`config.mk`:
```
export PLATFORM = sky130hd
export DESIGN_NAME = vga_scan
export DESIGN_NICKNAME = d
export VERILOG_FILES = /design/src/rtl/vga_pkg.sv /design/src/rtl/vga_timing.sv /design/src/rtl/vga_scan.sv
export SDC_FILE = /design/constraint.sdc
export NUM_CORES = 1
export LEC_CHECK = 0
export ABC_CLOCK_PERIOD_IN_PS = 1900
export CORE_MARGIN = 5
export CORE_UTILIZATION = 40
export CTS_CLUSTER_SIZE = 12
export DETAILED_ROUTE_END_ITERATION = 8
export SLEW_MARGIN = 10
export SYNTH_ARGS = -nofsm -noshare
export SYNTH_HDL_FRONTEND = slang
export SYNTH_SLANG_ARGS = --single-unit
```
`constraint.sdc`:
```
create_clock -name VGAclk -period 1.9 [get_ports VGAclk]
set_input_delay 0.38 -clock VGAclk [delete_from_list [all_inputs] [get_ports VGAclk]]
set_output_delay 0.38 -clock VGAclk [all_outputs]
set_load 0.01 [all_outputs]
```
`src/rtl/vga_pkg.sv`:
```
// Shared constants, flag bundle and elaboration helpers for the VGA scan-out engine.
// Defaults describe 640x480@60 with a 25.175 MHz pixel clock.
package vga_pkg;

    localparam int unsigned DEF_H_ACTIVE = 32'd640;
    localparam int unsigned DEF_H_FP     = 32'd16;
    localparam int unsigned DEF_H_SYNC   = 32'd96;
    localparam int unsigned DEF_H_BP     = 32'd48;
    localparam int unsigned DEF_V_ACTIVE = 32'd480;
    localparam int unsigned DEF_V_FP     = 32'd10;
    localparam int unsigned DEF_V_SYNC   = 32'd2;
    localparam int unsigned DEF_V_BP     = 32'd33;

    localparam logic ACTIVE_LOW  = 1'b0;
    localparam logic ACTIVE_HIGH = 1'b1;

    typedef struct packed {
        logic act;
        logic hs;
        logic vs;
        logic fs;
    } scan_flags_t;

    localparam scan_flags_t FLAGS_IDLE = '{act: 1'b0, hs: 1'b0, vs: 1'b0, fs: 1'b0};

    function automatic int unsigned h_total(input int unsigned act, input int unsigned fp,
                                            input int unsigned sync, input int unsigned bp);
        return act + fp + sync + bp;
    endfunction

    function automatic int unsigned v_total(input int unsigned act, input int unsigned fp,
                                            input int unsigned sync, input int unsigned bp);
        return act + fp + sync + bp;
    endfunction

    function automatic int unsigned cnt_width(input int unsigned n);
        return (n > 32'd2) ? $clog2(n) : 32'd1;
    endfunction

    function automatic bit in_range(input int unsigned v, input int unsigned lo,
                                    input int unsigned hi);
        return (v >= lo) && (v <= hi);
    endfunction

    // The scaled framebuffer must be addressable with AW bits.
    function automatic bit fb_fits(input int unsigned ha, input int unsigned va,
                                   input int unsigned s, input int unsigned aw);
        longint unsigned fb;
        fb = longint'(ha >> s) * longint'(va >> s);
        return fb <= (64'd1 << aw);
    endfunction

endpackage

```
`src/rtl/vga_timing.sv`:
```
// Pixel divider, horizontal/vertical counters and region decode.
// Region flags are decoded from the current counter state.
module vga_timing
    import vga_pkg::*;
#(
    parameter int unsigned H_ACTIVE = DEF_H_ACTIVE,
    parameter int unsigned H_FP     = DEF_H_FP,
    parameter int unsigned H_SYNC   = DEF_H_SYNC,
    parameter int unsigned H_BP     = DEF_H_BP,
    parameter int unsigned V_ACTIVE = DEF_V_ACTIVE,
    parameter int unsigned V_FP     = DEF_V_FP,
    parameter int unsigned V_SYNC   = DEF_V_SYNC,
    parameter int unsigned V_BP     = DEF_V_BP,
    parameter int unsigned DIV      = 32'd1,
    localparam int unsigned HW = cnt_width(h_total(H_ACTIVE, H_FP, H_SYNC, H_BP)),
    localparam int unsigned VW = cnt_width(v_total(V_ACTIVE, V_FP, V_SYNC, V_BP))
) (
    input  logic          i_clk,
    input  logic          i_rst,
    output logic          o_tick,
    output logic          o_active,
    output logic          o_hs,
    output logic          o_vs,
    output logic          o_frame_start,
    output logic [HW-1:0] o_hcnt,
    output logic [VW-1:0] o_vcnt
);

    localparam int unsigned H_TOTAL = h_total(H_ACTIVE, H_FP, H_SYNC, H_BP);
    localparam int unsigned V_TOTAL = v_total(V_ACTIVE, V_FP, V_SYNC, V_BP);
    localparam logic [HW-1:0] H_LAST = HW'(H_TOTAL - 32'd1);
    localparam logic [VW-1:0] V_LAST = VW'(V_TOTAL - 32'd1);
    localparam logic [HW-1:0] H_ONE  = HW'(32'd1);
    localparam logic [VW-1:0] V_ONE  = VW'(32'd1);
    localparam logic [1:0]    DIV_LAST = 2'(DIV - 32'd1);

    logic [1:0]    r_div;
    logic [HW-1:0] r_hcnt;
    logic [VW-1:0] r_vcnt;
    logic [31:0]   w_h;
    logic [31:0]   w_v;

    assign w_h    = 32'(r_hcnt);
    assign w_v    = 32'(r_vcnt);
    assign o_tick = (r_div == DIV_LAST);

    // Divider and raster counters; vcnt only moves on the last pixel of a line.
    always_ff @(posedge i_clk) begin
        if (i_rst) begin
            r_div  <= 2'd0;
            r_hcnt <= '0;
            r_vcnt <= '0;
        end else begin
            r_div <= o_tick ? 2'd0 : (r_div + 2'd1);
            if (o_tick) begin
                if (r_hcnt == H_LAST) begin
                    r_hcnt <= '0;
                    r_vcnt <= (r_vcnt == V_LAST) ? '0 : (r_vcnt + V_ONE);
                end else begin
                    r_hcnt <= r_hcnt + H_ONE;
                end
            end
        end
    end

    assign o_active      = (w_h < H_ACTIVE) && (w_v < V_ACTIVE);
    assign o_hs          = (w_h >= H_ACTIVE + H_FP) && (w_h < H_ACTIVE + H_FP + H_SYNC);
    assign o_vs          = (w_v >= V_ACTIVE + V_FP) && (w_v < V_ACTIVE + V_FP + V_SYNC);
    assign o_frame_start = (r_hcnt == '0) && (r_vcnt == '0) && (r_div == 2'd0);
    assign o_hcnt        = r_hcnt;
    assign o_vcnt        = r_vcnt;

endmodule

```
`src/rtl/vga_scan.sv`:
```
// VGA scan-out top: VRAM address generation, read-latency delay pipe and pin register.
// Pins trail the raster counters by RD_LAT+2 clocks and are mutually aligned.
module vga_scan
    import vga_pkg::*;
#(
    parameter int unsigned H_ACTIVE   = DEF_H_ACTIVE,
    parameter int unsigned H_FP       = DEF_H_FP,
    parameter int unsigned H_SYNC     = DEF_H_SYNC,
    parameter int unsigned H_BP       = DEF_H_BP,
    parameter int unsigned V_ACTIVE   = DEF_V_ACTIVE,
    parameter int unsigned V_FP       = DEF_V_FP,
    parameter int unsigned V_SYNC     = DEF_V_SYNC,
    parameter int unsigned V_BP       = DEF_V_BP,
    parameter logic        HS_POL     = ACTIVE_LOW,
    parameter logic        VS_POL     = ACTIVE_LOW,
    parameter int unsigned CW         = 32'd12,
    parameter int unsigned AW         = 32'd19,
    parameter int unsigned RD_LAT     = 32'd1,
    parameter int unsigned SCALE_LOG2 = 32'd0,
    parameter int unsigned DIV        = 32'd1
) (
    input  logic          VGAclk,
    input  logic          rst,
    output logic [AW-1:0] RAddr,
    output logic          RE,
    input  logic [CW-1:0] RData,
    output logic [CW-1:0] vgaRBG,
    output logic          HSync,
    output logic          VSync,
    output logic          Active,
    output logic          FrameStart
);

    localparam int unsigned HW = cnt_width(h_total(H_ACTIVE, H_FP, H_SYNC, H_BP));
    localparam int unsigned VW = cnt_width(v_total(V_ACTIVE, V_FP, V_SYNC, V_BP));
    localparam logic [HW-1:0] H_LAST = HW'(h_total(H_ACTIVE, H_FP, H_SYNC, H_BP) - 32'd1);
    localparam logic [VW-1:0] V_LAST = VW'(v_total(V_ACTIVE, V_FP, V_SYNC, V_BP) - 32'd1);
    localparam logic [AW-1:0] LINE_STEP = AW'(H_ACTIVE >> SCALE_LOG2);
    localparam int unsigned   ROW_MASK  = (32'd1 << SCALE_LOG2) - 32'd1;

    if (!in_range(RD_LAT, 32'd1, 32'd4)) begin : g_bad_rd_lat
        $error("vga_scan: RD_LAT must be 1..4");
    end
    if (!in_range(SCALE_LOG2, 32'd0, 32'd2)) begin : g_bad_scale
        $error("vga_scan: SCALE_LOG2 must be 0..2");
    end
    if (!in_range(DIV, 32'd1, 32'd4)) begin : g_bad_div
        $error("vga_scan: DIV must be 1..4");
    end
    if (!fb_fits(H_ACTIVE, V_ACTIVE, SCALE_LOG2, AW)) begin : g_bad_aw
        $error("vga_scan: framebuffer does not fit in 2^AW words");
    end

    logic          w_tick;
    logic          w_active;
    logic          w_hs;
    logic          w_vs;
    logic          w_frame_start;
    logic [HW-1:0] w_hcnt;
    logic [VW-1:0] w_vcnt;
    logic          w_line_end;
    logic          w_frame_end;
    logic          w_row_step;
    logic [AW-1:0] w_col;
    scan_flags_t   w_tail;

    logic [AW-1:0] r_line_base;
    logic [AW-1:0] r_raddr;
    scan_flags_t   r_s0;
    scan_flags_t   r_pipe [0:RD_LAT-1];
    logic [CW-1:0] r_rgb;
    logic          r_hsync;
    logic          r_vsync;
    logic          r_active;
    logic          r_frame_start;

    vga_timing #(
        .H_ACTIVE (H_ACTIVE),
        .H_FP     (H_FP),
        .H_SYNC   (H_SYNC),
        .H_BP     (H_BP),
        .V_ACTIVE (V_ACTIVE),
        .V_FP     (V_FP),
        .V_SYNC   (V_SYNC),
        .V_BP     (V_BP),
        .DIV      (DIV)
    ) u_timing (
        .i_clk         (VGAclk),
        .i_rst         (rst),
        .o_tick        (w_tick),
        .o_active      (w_active),
        .o_hs          (w_hs),
        .o_vs          (w_vs),
        .o_frame_start (w_frame_start),
        .o_hcnt        (w_hcnt),
        .o_vcnt        (w_vcnt)
    );

    // A framebuffer row is reused for 2^S display lines, so the base only steps
    // after the last display line of each group (and never past the last row).
    assign w_line_end  = w_tick && (w_hcnt == H_LAST);
    assign w_frame_end = w_line_end && (w_vcnt == V_LAST);
    assign w_row_step  = (((32'(w_vcnt) + 32'd1) & ROW_MASK) == 32'd0) &&
                         (32'(w_vcnt) < V_ACTIVE - 32'd1);
    assign w_col       = AW'(32'(w_hcnt) >> SCALE_LOG2);

    // Row base address accumulator, replacing a y*width multiply.
    always_ff @(posedge VGAclk) begin
        if (rst) begin
            r_line_base <= '0;
        end else if (w_frame_end) begin
            r_line_base <= '0;
        end else if (w_line_end && w_row_step) begin
            r_line_base <= r_line_base + LINE_STEP;
        end
    end

    // Stage 0: read request and the raster flags that must travel with it.
    always_ff @(posedge VGAclk) begin
        if (rst) begin
            r_raddr <= '0;
            r_s0    <= FLAGS_IDLE;
        end else begin
            if (w_active) begin
                r_raddr <= r_line_base + w_col;
            end
            r_s0 <= '{act: w_active, hs: w_hs, vs: w_vs, fs: w_frame_start};
        end
    end

    // Delay the flags by the VRAM read latency so they line up with RData.
    always_ff @(posedge VGAclk) begin
        if (rst) begin
            for (int i = 0; i < int'(RD_LAT); i++) begin
                r_pipe[i] <= FLAGS_IDLE;
            end
        end else begin
            r_pipe[0] <= r_s0;
            for (int i = 1; i < int'(RD_LAT); i++) begin
                r_pipe[i] <= r_pipe[i-1];
            end
        end
    end

    assign w_tail = r_pipe[RD_LAT-1];

    // Pin register: blanked colour and polarity-corrected syncs.
    always_ff @(posedge VGAclk) begin
        if (rst) begin
            r_rgb         <= '0;
            r_hsync       <= ~HS_POL;
            r_vsync       <= ~VS_POL;
            r_active      <= 1'b0;
            r_frame_start <= 1'b0;
        end else begin
            r_rgb         <= w_tail.act ? RData : '0;
            r_hsync       <= w_tail.hs ? HS_POL : ~HS_POL;
            r_vsync       <= w_tail.vs ? VS_POL : ~VS_POL;
            r_active      <= w_tail.act;
            r_frame_start <= w_tail.fs;
        end
    end

    assign RAddr      = r_raddr;
    assign RE         = r_s0.act;
    assign vgaRBG     = r_rgb;
    assign HSync      = r_hsync;
    assign VSync      = r_vsync;
    assign Active     = r_active;
    assign FrameStart = r_frame_start;

endmodule

```
==> results.md <==
* Post-layout minimum cycle time at 1.84 ns
* Final setup violation count at 0
* Final hold vios at 0
* Fraction of registers with async set/reset at 0%
* Clock share of power at approximately 40%
* Finished Cell Area at 4400 µm²
* FF-to-FF Start: u_timing.r_div[0]
* Vias in the first global route at 2,587
* Worst-Skew Late Latency at approximately 0.35 ns
* Syn_area_per_cell at between 9 and 10 µm²
* RR Endpoint: u_timing.o_vcnt[8]
* Final Power at 3.01 mW
* Die footprint at 10,300 µm²
* Layout area overhead at 31.6%
* Worst-margin pin slew at just under 0.6 ns
* Placed inst area at 4140 µm²
* Combinational power share at 6.0%
* Sequential share of power at 55.1%
* Slew margin rel. at between 60% and 70%
* PD cells at 684 nW/µm²
* RePlAce Congestion at just over 0.8
* Slowest CP cell: or4_4
* Worst path max stage delay at 0.56 ns
* Starting density of the core at 40.8%
* Synthesis Warnings at 0
* Status: complete, no violations
* Worst Setup End Kind: flop
* Pin count of the biggest net entering global routing at 22
* Critical Path RT at about 2.2 ns
* I/O Pins at 50
* Clock-pin slew on the worst setup and hold paths at ~0.090 ns
* Skew final at 0.0104 ns
* Number of fill cells at 766
* Max Freq at 543 MHz
* TritonRoute pass-1 iters at 4
* Layout cells sized above 1 at 17.3%
* Core Footprint at 8180 µm²
* Int Pwr at 2.23 mW
* Worst Setup Start Kind: flop
* Crit Path Max Fanout at 5
* TritonCTS clock tree: yes
* Switching power share of the total at 25.8%
* Main synth FF type: dfxtp_1
* Initial DRC count at 198
* Max-Cap Viols at 0
* R2r setup slk at 0.06 ns
* NumNets Final at 465
* Gr ovfl total at 0
* HPWL after detailed placement at 5730 µm
* Number of buffers added for setup after CTS at 0
* Max-slew violations at 0
* Hold_ws at 0.374 ns
* Number of flops mapped to enable cells by yosys at 0
* Clk root buf: clkbuf_8
* Worst hold-check path type: flop to flop
* Worst path most repeated cell: or4_4
* Via density at slightly above 5
* Launch point of the worst path: u_timing.r_div[0]
* Setup_tns at 0 ns
* Die W at 101 µm
* # DRC at 0
* Seq cells post-synth at 77
* Wire per inst at 14.2 µm
* N_diodes at 0
* CTS Sinks at 77
* Synth cell types at 47
* Worst R2R Path Depth at 6
* Layout Utilization at 53.8%
* Critical Path End: u_timing.o_vcnt[8]
* Max clock buf depth at 2
* Total global-route track usage at between 10% and 20%
* PortBufs at between 40 and 50
* Mapped Nets at 392
* Final WL at between 7000 and 8000 µm
* DR vias at 2,817
* Sw Pwr at 0.774 mW
* Synthesized cell area at approximately 3300 µm²
* Sequential-to-total area share from yosys stat at 46.2%
* CTS Buf Count at 9
* Post-route ant nets at 0
* Number of H-tree levels at 3
* Global-route wire length before repair at 12,600 µm
* Site row count at 33
* Hold_sp: r_pipe[0][2]
* Leak at 1.58 nW
* Crit Path Class: flop to flop
* Critical path data arrival time at 2.13 ns
* Die height at 101 µm
* Antenna violations before repair at 0
* Synth Instances at 368
* VDD IR max at 0.432 mV
* Final Cycle Share at 96.9%
* Critical-path cell list: inv_2 -> ha_4 -> nand2_4 -> or4_4 -> or4_4 -> a21oi_2
## power groups by stage
| stage | sequential, mW | clock, mW | combinational [mW] |
|---|---|---|---|
| floorplan | 1.70 | 0 | 0.0718 |
| finish | 1.66 | 1.17 | 0.182 |
| detailed placement | 1.69 | 0 | 0.177 |
| global route | 1.66 | 1.28 | 0.198 |
| global placement | 1.69 | 0 | 0.174 |
| CTS | 1.65 | 1.22 | 0.179 |
## timing repair
item,4_1_cts,5_1_grt
hold buffers,0,0
pin swaps,0,3
cloned,0,0
resized for setup,4,15
setup endpoints to repair,5,19
## per-stage QoR
step           setup WS, ns  std cells
6_report             0.0587        551
5_1_grt          -0.0000324        551
4_1_cts             0.00545        551
3_5_place_dp        -0.0104        535
3_3_place_gp         0.0213        535
2_1_floorplan       0.00992        368
## layout by cell type (no fill, tap or decap), types with 11 or more instances in the layout
master and instances:
nand2_1 27, a21oi_1 26, clkdlybuf4s50_1 49, nor2_1 30
buf_4 34, or3_1 13, nand3_1 13, and2_1 12
o21ai_0 15, dfxtp_1 72, xor2_1 11
## synthesized netlist by cell type (2+ instances only)
master | count | area, µm²
xnor2_1 | 9 | 78.8
nor3_1 | 4 | 20.0
nor3b_1 | 2 | 15.0
nand2_1 | 28 | 105
dfxtp_1 | 77 | 1540
nand3_1 | 13 | 65.1
xor2_1 | 11 | 96.3
o2111ai_1 | 2 | 17.5
o21ai_0 | 15 | 75.1
or4_4 | 3 | 33.8
buf_2 | 4 | 20.0
a211oi_1 | 7 | 52.6
a21oi_1 | 26 | 130
nand2b_1 | 7 | 43.8
or4_1 | 6 | 45.0
clkbuf_1 | 15 | 56.3
nand4b_1 | 2 | 17.5
ha_1 | 9 | 113
mux2i_1 | 2 | 20.0
and3_1 | 3 | 18.8
o31ai_1 | 7 | 52.6
buf_4 | 2 | 15.0
and2_1 | 12 | 75.1
nor2_1 | 30 | 113
a311oi_1 | 3 | 26.3
and3b_1 | 2 | 17.5
nor2b_1 | 9 | 56.3
and4_1 | 2 | 17.5
nor4_1 | 7 | 43.8
nand4_1 | 9 | 56.3
a21o_1 | 2 | 15.0
inv_1 | 11 | 41.3
or3_1 | 13 | 81.3
## how the worst min path moves through the flow
stage / endpoint / slack [ns] / depth (start not counted)
finish: HSync / 0.37 / 1
global route: HSync / 0.40 / 1
CTS: HSync / 0.38 / 1
detailed placement: VSync / 0.36 / 1
global placement: HSync / 0.36 / 1
floorplan: HSync / 0.36 / 1
## cell families (layout without fill, tap and decap cells)
logic type,count (synthesis),count (layout),share of synthesized area [%]
buf+inv,33,111,4.08
compound gates,67,67,12.3
mux,2,2,0.599
simple gates,159,159,27.6
fa+ha+maj,10,10,3.97
flops,77,77,46.2
xor+xnor,20,20,5.25
## flip-flops by register name, indices dropped and copies added, names as in the netlist
| name | flops |
|---|---|
| Active | 1 |
| HSync | 1 |
| u_timing.o_vcnt | 10 |
| u_timing.o_hcnt | 10 |
| u_timing.r_div | 2 |
| RAddr | 19 |
| FrameStart | 1 |
| r_pipe | 4 |
| vgaRBG | 12 |
| VSync | 1 |
| r_s0 | 3 |
| r_line_base | 12 |
| RE | 1 |
## worst max-delay path: cells and delay by family, from the launching register on
family / cells / cell delay (ns)
buffers and inverters: 1 / 0.06
adder cells (fa/ha/maj): 1 / 0.15
AO/OA/AOI/OAI: 1 / 0.13
AND/OR/NAND/NOR: 3 / 1.11
flip-flops: 1 / 0.33
## per-layer routing
layer | wire length [µm] | global-route usage [%] | share of wire (%)
met1 | 4010 | 22.4 | 51
met2 | 3290 | 22.6 | 42
met3 | 366 | 2.82 | 4.7
met4 | 123 | 6.13 | 1.6
met5 | 0 | 0 | 0
## layout make-up
cell class              instances  area [µm²]  share of cell area (%)
clock buffers                   9         124                    2.82
clock inverters                 7        57.6                    1.31
inverters                      11        41.3                   0.939
multi-input cells             258        1730                    39.3
flip-flops and latches         77        1550                    35.2
well taps                     105         131                    2.99
repair buffers                 84         766                    17.4
Power figures use the tool's default switching activity.
==> edit 1 (same settings) <==
`DEF_H_SYNC`: 32'd96 -> 32'd192.
--- a/src/rtl/vga_pkg.sv
+++ b/src/rtl/vga_pkg.sv
@@ -5,5 +5,5 @@
     localparam int unsigned DEF_H_ACTIVE = 32'd640;
     localparam int unsigned DEF_H_FP     = 32'd16;
-    localparam int unsigned DEF_H_SYNC   = 32'd96;
+    localparam int unsigned DEF_H_SYNC   = 32'd192;
     localparam int unsigned DEF_H_BP     = 32'd48;
     localparam int unsigned DEF_V_ACTIVE = 32'd480;
Function: no difference found for any inputs over 10 cycles, from zero or initial values and one cycle with rst high; that may be too few to reach the edited logic, so the function may still have changed.
==> edit 1 against the original RTL <==
- combinational power is 3% higher
- routed wire length decreased by 0.76%
- total power decreased by 0.20%
- global-route usage up 0.47 points
- area after synthesis up 1.7%
- worst setup slack improved by 0.0088 ns
- cell area is 1.5% higher
- sequential cell count unchanged
==> edit 1: results (changes against the original RTL) <==
stage	metric	value	unit	change
clock_tree	PostCTS Resize Cnt	1		-3
layout	fraction of layout cells with a size suffix above 1	0.186		+0.0133
placement	placed instance area	0.00419	mm^2	+1.2%
synthesis	post-synthesis sequential area ratio	0.454		-0.00782
placement	DP HPWL	5790	um	+1.1%
grt	Total Routing Usage GR	0.159		+0.00472
worst_setup_path	CP Launch Point	u_timing.o_hcnt[7]$_SDFFE_PP0P_		
worst_setup_path	slowest stage delay, CP	0.51	ns	-0.05 ns
layout	fin nets	476		+2.4%
placement	PortBufs	49		unchanged
grt	pin count of the biggest net entering global routing	21		-4.5%
grt	vias in the first global route	2700		+4.4%
synthesis	syn_nets	395		+0.77%
clock_tree	H-tree depth	3		unchanged
synthesis	commonest cells in the synthesized netlist	77 x dfxtp_1, 37 x nand2_1, 28 x a21oi_1		
clock_tree	clk root buf	clkbuf_8		
synthesis	ys flop type	dfxtp_1		
status	outcome	complete, no violations		
worst_setup_path	CP arrival	2.12	ns	
layout	max reg flops	19		unchanged
worst_setup_path	Critical-path top delay cell	or4_1		
synthesis	Mapped Cells	371		+0.82%
clock_tree	clock-pin slew on the worst setup and hold paths	0.08	ns	
routing	1st-iter DRT viols	173		-13%
worst_hold_path	Min-Delay Startpoint	r_pipe[0][1]$_SDFF_PP0_		
clock_tree	Skew-Pair Late Insertion Delay	0.35	ns	about the same
placement	GP Congestion	0.868		+7.7%
layout	Antenna Cells	0		unchanged
worst_setup_path	critical-path maximum fanout	10		+5
power_and_ir_drop	VDD IR max	0.271	mV	-37%
synthesis	Async SR Flop Fraction	0		unchanged
timing	Layout Skew	0.00837	ns	-0.00205 ns
placement	Place WS	-0.0421	ns	-0.0317 ns
worst_setup_path	CP delay by family, top	simple AND/OR/NAND/NOR gates		
routing	Detailed Routing Iterations Pass 1	4		unchanged
routing	Vias	2941		+4.4%
placement	placed cells	543		+1.5%
synthesis	Yosys cell types	53		+13%
clock_tree	post-CTS setup-driven buffer insertion count	0		unchanged
routing	final wirelength	7740	um	-0.76%
timing	Slew @ Worst Pin	0.615	ns	+0.0188 ns
clock_tree	CTS Buf Count	9		unchanged
power_and_ir_drop	Pleak	1.66	nW	+5.0%
grt	first-pass GRT wire length	13200	um	+4.4%
grt	initial antenna violation count	0		unchanged
clock_tree	clk buf depth	2		unchanged
synthesis	synth top area cells	dfxtp_1 45%, a21oi_1 4.1%, nand2_1 4.1%		
routing	DR WL/cell	13.8	um	-2.7%
synthesis	synth warn	0		unchanged
worst_hold_path	Tightest Hold Check Type	flop to flop		
-- edit 1: cell types whose count changed after synthesis, moves of 4 or more --
cell / before / now
nand2_1: 28 / 37
buf_6: 0 / 4
nor2_1: 30 / 25
clkbuf_1: 15 / 7
-- edit 1: report_power, final --
group          internal, mW  switching, mW  leakage [nW]
registers              1.64         0.0122         0.625
clock network         0.492          0.669        0.0804
logic                0.0981         0.0889         0.952
total                  2.23          0.770          1.66
-- edit 1: layer usage --
| layer | GRT usage | up-vias | part of all wire |
|---|---|---|---|
| met4 | 0.0525 | 0 | 0.0049 |
| met1 | 0.229 | 1373 | 0.50 |
| met5 | 0 | - | 0 |
| met2 | 0.234 | 75 | 0.43 |
| met3 | 0.0403 | 6 | 0.059 |
| li1 | - | 1487 | - |
-- edit 1: final cells by class --
| cell class | instances | area (um^2) |
|---|---|---|
| inverter | 13 | 48.8 |
| timing repair buffer | 91 | 831 |
| sequential | 77 | 1550 |
| clock buffer | 9 | 124 |
| multi-input combinational | 260 | 1720 |
| fill | 766 | 3800 |
| tap | 105 | 131 |
| clock inverter | 7 | 58.8 |
-- edit 1: cell families after synthesis --
family | Yosys count | synth area share
simple gates | 151 | 0.251
mux | 1 | 0.00295
xor+xnor | 16 | 0.0413
compound gates | 82 | 0.152
flops | 77 | 0.454
buf+inv | 34 | 0.0597
fa+ha+maj | 10 | 0.0390
-- edit 1: final timing paths --
check,end,slack (ns),cells after the start
worst max-delay path,r_line_base[18]$_SDFFE_PP0P_,0.07,6
worst min-delay path,VSync$_SDFF_PP1_,0.37,1
worst max register to register,r_line_base[18]$_SDFFE_PP0P_,0.07,6
worst min register to register,VSync$_SDFF_PP1_,0.37,1
==> edit 2 (same flow settings) <==
Without the edit above. Remove the register `r_rgb`: a continuous assignment takes its place, so the output `vgaRBG` follows one clock earlier.
--- a/src/rtl/vga_scan.sv
+++ b/src/rtl/vga_scan.sv
@@ -148,5 +148,4 @@
     always_ff @(posedge VGAclk) begin
         if (rst) begin
-            r_rgb         <= '0;
             r_hsync       <= ~HS_POL;
             r_vsync       <= ~VS_POL;
@@ -154,5 +153,4 @@
             r_frame_start <= 1'b0;
         end else begin
-            r_rgb         <= w_tail.act ? RData : '0;
             r_hsync       <= w_tail.hs ? HS_POL : ~HS_POL;
             r_vsync       <= w_tail.vs ? VS_POL : ~VS_POL;
@@ -161,4 +159,6 @@
         end
     end
+
+    assign r_rgb = w_tail.act ? RData : '0;
 
     assign RAddr      = r_raddr;
Behaviour: not the same (a bounded check fails within 4 cycles, from zero or initial values and one cycle with rst high).
==> edit 2 against the original RTL <==
- cell area down 6.2%
- combinational power shrank 14%
- clock power decreased by 11%
- critical endpoint is now r_line_base[18]$_SDFFE_PP0P_
- worst setup slack got worse by 0.047 ns
- sequential cell count shrank 12
- worst hold slack improved by 0.0052 ns
- critical path type unchanged
- total power fell by 14%
- area after synthesis shrank 8.7%
- routed wire length down 9.5%
==> edit 2: results (changes against the original RTL) <==
stage	metric	value	unit	change
synthesis	ys flop type	dfxtp_1		
synthesis	commonest cells in the synthesized netlist	65 x dfxtp_1, 31 x nand2_1, 30 x a21oi_1		
routing	# DRC	0		unchanged
worst_hold_path	Tightest Hold Check Type	flop to flop		
grt	pin count of the biggest net entering global routing	29		+32%
layout	fraction of layout cells with a size suffix above 1	0.166		-0.00674
status	outcome	complete, no violations		
timing	Layout Skew	0.0109	ns	+0.000496 ns
synthesis	syn_nets	383		-2.3%
clock_tree	Skew-Pair Late Insertion Delay	0.34	ns	
placement	GP Congestion	0.836		+3.8%
worst_setup_path	CP arrival	2.16	ns	+0.03 ns
routing	Detailed Routing Iterations Pass 1	4		unchanged
synthesis	synth top area cells	dfxtp_1 43%, a21oi_1 4.9%, nand2_1 3.8%		
routing	1st-iter DRT viols	114		-42%
worst_setup_path	critical-path maximum fanout	8		+3
worst_setup_path	slowest stage delay, CP	0.48	ns	-0.08 ns
synthesis	Yosys top cell area share	0.427		-0.0348
timing	Slew @ Worst Pin	0.531	ns	-0.0649 ns
placement	DP HPWL	5260	um	-8.2%
routing	vias per inst	5.20		+1.8%
synthesis	post-synthesis sequential area ratio	0.427		-0.0348
grt	vias in the first global route	2602		+0.58%
clock_tree	clock-pin slew on the worst setup and hold paths	0.08	ns	
synthesis	Yosys cell types	41		-13%
grt	Total Routing Usage GR	0.154		-0.00112
synthesis	Async SR Flop Fraction	0		unchanged
layout	fin nets	459		-1.3%
routing	DR WL/cell	13.1	um	-7.5%
grt	first-pass GRT wire length	12100	um	-4.0%
layout	filler instances	662		-14%
clock_tree	H-tree depth	3		unchanged
power_and_ir_drop	Pleak	1.50	nW	-4.9%
power_and_ir_drop	P_int	1.94	mW	-13%
power_and_ir_drop	VDD IR max	0.344	mV	-20%
clock_tree	clk root buf	clkbuf_8		
synthesis	synth warn	0		unchanged
clock_tree	CTS Buf Count	9		unchanged
layout	max reg flops	19		unchanged
placement	PortBufs	49		unchanged
[edit 2: changes by cell type after synthesis, sizes merged, moves of 4 or more]
cell    delta
clkbuf     +6
dfxtp     -12
o21ai      -4
o31ai      +6
or3        -5
or4        +6
[edit 2: repair_timing]
action,CTS,global route
pin swaps,1,2
buffers inserted,0,3
gates resized for setup,2,14
setup endpoints to repair,13,20
[edit 2: kinds of logic (layout without fill, tap and decap cells)]
group,after synthesis,after routing,synth area share
compound gates,74,74,0.152
flops,65,65,0.427
xor+xnor,20,20,0.0574
buf+inv,36,117,0.0476
simple gates,154,154,0.273
fa+ha+maj,10,10,0.0435
[edit 2: power groups by stage]
stage	sequential (mW)	combinational (mW)	clock, mW
6_report	1.39	0.157	1.04
5_1_grt	1.39	0.171	1.14
4_1_cts	1.39	0.159	1.07
2_1_floorplan	1.42	0.0642	0
3_3_place_gp	1.42	0.157	0
3_5_place_dp	1.42	0.158	0
[edit 2: through the flow]
step                       util  instance area, um^2  cells  setup WS, ns  setup TNS [ns]
after detailed placement  0.529                 3880    520        0.0113               0
after floorplan               -                 3080    359        -0.100          -0.236
after CTS                 0.554                 4060    536      -0.00691        -0.00691
after global placement    0.529                 3880    520        0.0374               0
final                     0.562                 4120    539        0.0115               0
after global routing      0.562                 4120    539       -0.0602          -0.117
[edit 2: metal layers]
metal,track usage,up-vias,share of wire
li1,-,1446,-
met1,0.209,1281,0.51
met2,0.230,67,0.43
met3,0.0416,10,0.052
met4,0.0607,0,0.014
met5,0,-,0
[edit 2: critical path, delay by kind of cell (launching register included)]
family             cells  cell delay [ns]
and+or+nand+nor        3             1.35
DFF                    1             0.33
AOI/OAI and AO/OA      1             0.13
[edit 2: layout make-up]
cell class | count | share of cell area
Multi-Input combinational cell | 258 | 0.398
Sequential cell | 65 | 0.317
Timing Repair Buffer | 90 | 0.202
Clock buffer | 10 | 0.0310
Tap cell | 99 | 0.0300
Clock inverter | 6 | 0.0109
Inverter | 11 | 0.0100
[edit 2: path summary, 6_finish.rpt]
kind,startpoint,to,slack [ns],depth (start not counted)
max,u_timing.o_hcnt[6]$_SDFFE_PP0P_,r_line_base[18]$_SDFFE_PP0P_,0.01,4
min,r_pipe[0][1]$_SDFF_PP0_,VSync$_SDFF_PP1_,0.38,1
max reg2reg,u_timing.o_hcnt[6]$_SDFFE_PP0P_,r_line_base[18]$_SDFFE_PP0P_,0.01,4
min reg2reg,r_pipe[0][1]$_SDFF_PP0_,VSync$_SDFF_PP1_,0.38,1
